===== config.mk =====
export PLATFORM = sky130hd
export DESIGN_NAME = if_fetch_flat
export DESIGN_NICKNAME = d
export VERILOG_FILES = /design/src/rtl/if_fetch_if.sv /design/src/rtl/if_fetch.sv /design/src/flat_wrapper.sv
export SDC_FILE = /design/constraint.sdc
export NUM_CORES = 1
export LEC_CHECK = 0
export CORE_MARGIN = 2
export CORE_UTILIZATION = 35
export DETAILED_ROUTE_END_ITERATION = 12
export PLACE_DENSITY = 0.55
export RECOVER_POWER = 25
export SLEW_MARGIN = 10
export SYNTH_ARGS = -nofsm -noshare
export SYNTH_HDL_FRONTEND = slang
export SYNTH_SLANG_ARGS = --single-unit

===== constraint.sdc =====
create_clock -name clk -period 4.1 [get_ports clk]
set_input_delay 0.82 -clock clk [delete_from_list [all_inputs] [get_ports clk]]
set_output_delay 0.82 -clock clk [all_outputs]
set_load 0.02 [all_outputs]

===== src/rtl/if_fetch_if.sv =====
// Instruction-memory request/acknowledge port: if_fetch is the master, the memory is the slave.
// The request stays high with a stable address until the acknowledge arrives.
interface if_fetch_if;
  logic        imem_req_o;
  logic [31:0] imem_addr_o;
  logic        imem_ack_i;
  logic [31:0] imem_rdata_i;

  modport master (
    output imem_req_o,
    output imem_addr_o,
    input  imem_ack_i,
    input  imem_rdata_i
  );

  modport slave (
    input  imem_req_o,
    input  imem_addr_o,
    output imem_ack_i,
    output imem_rdata_i
  );
endinterface


===== src/rtl/if_fetch.sv =====
// Instruction fetch: walks fetch_pc over the imem port into a DEPTH-entry {pc,inst} FIFO and feeds a registered pair to decode.
// Ack to inst_o in 2 cycles; IF_BYPASS_EN skips the empty FIFO for 1 cycle.
// stall_i holds the output and stops pops; a request is issued only when FIFO space is guaranteed.
module if_fetch #(
  parameter int          DEPTH    = 4,
  parameter logic [31:0] RESET_PC = 32'h0000_0000
) (
  input  logic        clk,
  input  logic        rst,
  input  logic        stall_i,
  input  logic        redirect_i,
  input  logic [31:0] redirect_pc_i,
  if_fetch_if.master  imem,
  output logic [31:0] pc_o,
  output logic [31:0] inst_o
);
  localparam int PW = $clog2(DEPTH);
  localparam int CW = PW + 1;
  localparam logic [CW-1:0] FULL = CW'(DEPTH);

  typedef enum logic [1:0] {IDLE, REQ, DROP} state_e;

  typedef struct packed {
    logic [31:0] pc;
    logic [31:0] inst;
  } entry_t;

  state_e        state_q;
  logic [31:0]   fetch_pc_q;
  logic [31:0]   addr_q;
  logic [31:0]   pc_q;
  logic [31:0]   inst_q;
  logic [CW-1:0] count_q;
  logic [CW-1:0] count_d;
  logic [PW-1:0] rd_ptr_q;
  logic [PW-1:0] wr_ptr_q;
  entry_t        fifo_q [DEPTH];

  logic ack_req;
  logic pop;
  logic push;
  logic bypass;

  always_comb begin
    ack_req = (state_q == REQ) && imem.imem_ack_i;
    pop     = !stall_i && (count_q != '0);
`ifdef IF_BYPASS_EN
    bypass  = ack_req && !redirect_i && !stall_i && (count_q == '0);
`else
    bypass  = 1'b0;
`endif
    push    = ack_req && !redirect_i && !bypass;
    count_d = count_q + CW'(push) - CW'(pop);
  end

  always_ff @(posedge clk) begin
    if (push) begin
      fifo_q[wr_ptr_q] <= '{pc: addr_q, inst: imem.imem_rdata_i};
    end
  end

  always_ff @(posedge clk) begin
    if (rst) begin
      state_q    <= IDLE;
      fetch_pc_q <= RESET_PC;
      addr_q     <= '0;
      pc_q       <= '0;
      inst_q     <= '0;
      count_q    <= '0;
      rd_ptr_q   <= '0;
      wr_ptr_q   <= '0;
    end else if (redirect_i) begin
      count_q    <= '0;
      rd_ptr_q   <= '0;
      wr_ptr_q   <= '0;
      fetch_pc_q <= redirect_pc_i;
      pc_q       <= '0;
      inst_q     <= '0;
      // A request still in flight must complete before the new target can be issued.
      if (state_q == IDLE || imem.imem_ack_i) begin
        state_q <= REQ;
        addr_q  <= redirect_pc_i;
      end else begin
        state_q <= DROP;
      end
    end else begin
      count_q <= count_d;
      if (push) wr_ptr_q <= wr_ptr_q + PW'(1);
      if (pop)  rd_ptr_q <= rd_ptr_q + PW'(1);

      if (!stall_i) begin
        if (bypass) begin
          pc_q   <= addr_q;
          inst_q <= imem.imem_rdata_i;
        end else if (count_q != '0) begin
          pc_q   <= fifo_q[rd_ptr_q].pc;
          inst_q <= fifo_q[rd_ptr_q].inst;
        end else begin
          pc_q   <= '0;
          inst_q <= '0;
        end
      end

      case (state_q)
        IDLE: begin
          if (count_d < FULL) begin
            state_q <= REQ;
            addr_q  <= fetch_pc_q;
          end
        end
        REQ: begin
          if (imem.imem_ack_i) begin
            fetch_pc_q <= addr_q + 32'd4;
            if (count_d < FULL) addr_q  <= addr_q + 32'd4;
            else                state_q <= IDLE;
          end
        end
        DROP: begin
          if (imem.imem_ack_i) begin
            state_q <= REQ;
            addr_q  <= fetch_pc_q;
          end
        end
        default: state_q <= IDLE;
      endcase
    end
  end

  assign imem.imem_req_o  = (state_q == REQ) || (state_q == DROP);
  assign imem.imem_addr_o = addr_q;
  assign pc_o             = pc_q;
  assign inst_o           = inst_q;
endmodule


===== src/flat_wrapper.sv =====
// flat-port wrapper written by rule: the top's interface ports become plain ports
module if_fetch_flat 
#(
  parameter int          DEPTH    = 4,
  parameter logic [31:0] RESET_PC = 32'h0000_0000
)
  (clk, rst, stall_i, redirect_i, redirect_pc_i, pc_o, inst_o, imem_imem_req_o, imem_imem_addr_o, imem_imem_ack_i, imem_imem_rdata_i);
  if_fetch_if imem_i ();
  input  logic clk;
  input  logic rst;
  input  logic stall_i;
  input  logic redirect_i;
  input  logic [31:0] redirect_pc_i;
  output logic [31:0] pc_o;
  output logic [31:0] inst_o;
  output wire logic [$bits(imem_i.imem_req_o)-1:0] imem_imem_req_o;
  output wire logic [$bits(imem_i.imem_addr_o)-1:0] imem_imem_addr_o;
  input wire logic [$bits(imem_i.imem_ack_i)-1:0] imem_imem_ack_i;
  input wire logic [$bits(imem_i.imem_rdata_i)-1:0] imem_imem_rdata_i;
  assign imem_imem_req_o = imem_i.imem_req_o;
  assign imem_imem_addr_o = imem_i.imem_addr_o;
  assign imem_i.imem_ack_i = imem_imem_ack_i;
  assign imem_i.imem_rdata_i = imem_imem_rdata_i;
  if_fetch #(.DEPTH(DEPTH), .RESET_PC(RESET_PC)) u_core (.clk(clk), .rst(rst), .stall_i(stall_i), .redirect_i(redirect_i), .redirect_pc_i(redirect_pc_i), .imem(imem_i), .pc_o(pc_o), .inst_o(inst_o));
endmodule

==> results.txt <==
Area leader, netlist -> edfxtp_1
Yosys Warn Count -> 0
Hold WC Path Type -> reg -> reg
HPWL after DPL -> 25100 um
Wire length on met2 -> 19700 um
CP startpoint kind -> flip-flop
Worst R2R Start -> u_core.count_q[1]$_SDFF_PP0_
Final ANT Viol Nets -> 0
Worst-Margin Slew -> 1040 ps
Final Max Tran Viols -> 0
Max_cap viols -> 0
Max Clock Freq -> 293 MHz
Top Metal Used -> met4
Met1 wire length -> 18800 um
Main flop type after synthesis -> edfxtp_1
Final #Nets -> 1374
EDFF count, synth -> 256
Initial Utilization -> 0.354
Postcts setup bufs -> 0
Asr flop ratio synth -> 0
Hold_buf cts -> 0
CTS tree -> done
Overflow after GRT -> 0
Type of element capturing the critical path -> flip-flop
Clk_lat worst skew -> 570 ps
GR Util All Layers -> 0.177
Seq/Total Area, Yosys -> 0.652
WL met3 -> 2510 um
Post-cts sizing count -> 0
CTS buffer count -> 44
Post-synthesis cell count -> 1140
Core Footprint -> 45300 um^2
Final Cycle Share -> 0.833
# rows -> 78
CTS max path bufs -> 3
Largest fanout on the critical path -> 24
Wirelength per Cell -> 21.6 um
First-pass GRT wire length -> 64100 um
Final worst path period need -> 3420 ps
Clock-pin transition on the worst setup and hold timing paths -> 60 ps
Die H -> 218 um
Power density over the cells -> 468 nW/um^2
Vias -> 10422
IO Pins -> 166
CTS sink count -> 395
IR drop worst, VDD -> 0.000292 V
Die width -> 218 um
Area growth syn-to-layout -> 23.6%
Pleak -> 0.00635 uW
Crit Path Category -> reg -> reg
Ant. Diodes -> 0
Finish-stage setup viols -> 0
Cell variety after synth -> 76
Arrival @ worst endpoint -> 3900 ps
Worst Hold Launch -> u_core.fetch_pc_q[3]$_SDFFE_PP0P_
Final WL -> 41800 um
Largest cells by area after synthesis -> edfxtp_1, dfxtp_1, mux4_2, a22oi_1, nor2_1
Routed vias/inst -> 5.40
Rel. slew slack -> 0.308
DRC -> 0
Vias in the first global route -> 10268
Clock Tree Root -> clkbuf_16
GPL Wtd Cong -> 0.785
Initial antenna violation count -> 0
Critical path startpoint -> u_core.count_q[1]$_SDFF_PP0_
Fin Setup TNS -> 0 ps
Final Hold Fails -> 0
#FFs+latches synth -> 395
Final hold slack -> 471 ps
H-Tree Depth -> 2
Status -> finished, final reports clean
Synthesized area per cell -> 14.1 um^2
RSZ-0062 raised after global routing -> false
Required @ worst endpoint -> 4590 ps
1st-pass router iterations -> 5
Synthesized Nets -> 1220
Number of port buffers -> 165
Die area -> 47600 um^2
Largest net degree at the start of global routing -> 76
Synthesized area -> 16100 um^2
Final clock skew -> 19.1 ps
Layout cells sized above 1 -> 0.143
Starting DRT DRC Count -> 895
Top-area cell type share of the netlist area -> 0.479
layout by cell type (no fill, tap or decap), types with 8 or more instances in the layout:
cell,instances
a211oi_1,11
a21oi_1,56
a22o_1,9
a22oi_1,81
buf_12,12
buf_4,14
clkbuf_1,12
clkbuf_16,45
clkdlybuf4s50_1,138
clkinv_1,9
clkinv_2,8
dfxtp_1,137
dlygate4sd3_1,24
edfxtp_1,256
ha_1,10
inv_1,16
mux4_2,64
nand2_1,52
nand3_1,11
nand4_1,9
nor2_1,125
nor3_1,14
nor4_1,11
o21ai_0,21
o21ai_1,21
o22ai_1,10
o32ai_1,10
xnor2_1,12
xor2_1,8
synthesized netlist by cell type (8+ instances only):
library cell  count
nor2_1          126
edfxtp_1        256
xor2_1            8
o22ai_1          10
inv_1            16
o32ai_1          10
o21ai_1          21
nor3_1           14
mux4_2           64
o21ai_0          21
a22oi_1          81
a22o_1            9
clkbuf_1         46
a21oi_1          56
dfxtp_1         139
nand3_1          11
buf_2            18
and3_1            9
nand2_1          53
xnor2_1          12
a211oi_1         11
nor4_1           11
nand4_1           9
ha_1             10
critical path, cell delays in order, from the launching register on:
cell       delay, ps
dfxtp_1          330
nor3_1           340
nor2_4            50
ha_1             280
inv_1             40
ha_1             200
fa_1             360
xor3_2           460
a2bb2oi_2        180
o211ai_2         560
buf_12           260
o21ai_1          120
a21oi_2          160
sequential cells by signal, indices dropped and copies added (netlist names), named ones only:
signal                   flops
u_core.imem.imem_addr_o     32
u_core.rd_ptr_q              2
u_core.wr_ptr_q              2
u_core.state_q               2
u_core.fetch_pc_q           32
u_core.pc_o                 32
u_core.inst_o               32
u_core.fifo_q              256
u_core.count_q               3
path summary, 6_finish.rpt:
check | slack (ps) | cells past startpoint | end
min | 470 | 2 | u_core.fetch_pc_q[3]$_SDFFE_PP0P_
max reg2reg | 680 | 12 | u_core.imem.imem_addr_o[22]$_SDFFE_PP0P_
max | 680 | 12 | u_core.imem.imem_addr_o[22]$_SDFFE_PP0P_
min reg2reg | 470 | 2 | u_core.fetch_pc_q[3]$_SDFFE_PP0P_
cell families (layout without fill, tap and decap cells):
family / count (synthesis) / after routing / synth area share
AO/OA/AOI/OAI: 275 / 275 / 0.118
XOR/XNOR: 21 / 21 / 0.0125
adder cells (fa/ha/maj): 11 / 11 / 0.00904
buffers and inverters: 101 / 290 / 0.0298
flip-flops: 395 / 395 / 0.652
multiplexers: 65 / 65 / 0.0904
AND/OR/NAND/NOR: 272 / 272 / 0.0879
metrics by stage:
step | utilization | cell area [um^2] | setup WS, ps | std cells | total power, uW
2_1_floorplan | - | 16100 | 598 | 1140 | 5100
3_3_place_gp | 0.407 | 18400 | 366 | 1848 | 5500
3_5_place_dp | 0.407 | 18400 | 271 | 1848 | 5510
4_1_cts | 0.438 | 19800 | 704 | 1929 | 9400
5_1_grt | 0.438 | 19800 | 493 | 1929 | 9660
6_report | 0.438 | 19800 | 683 | 1929 | 9270
routing by layer:
layer  vias up  global-route usage
met1      5268               0.253
met2       328               0.280
met4         0              0.0469
li1       4761                   -
met3        65              0.0315
met5         -                   0
report_power, final:
part / switching, uW / internal (uW) / total [uW]
sequential: 192 / 4370 / 4560
combinational: 484 / 371 / 855
clock: 1580 / 2270 / 3860
final cells by class:
| cell class | count | area [um^2] |
|---|---|---|
| Clock inverter | 22 | 209 |
| Inverter | 17 | 63.8 |
| Tap cell | 600 | 751 |
| Multi-Input combinational cell | 644 | 5140 |
| Timing Repair Buffer | 192 | 1990 |
| Fill cell | 4121 | 25500 |
| Sequential cell | 395 | 10500 |
| Clock buffer | 59 | 1210 |
(Power assumes the default switching activity.)
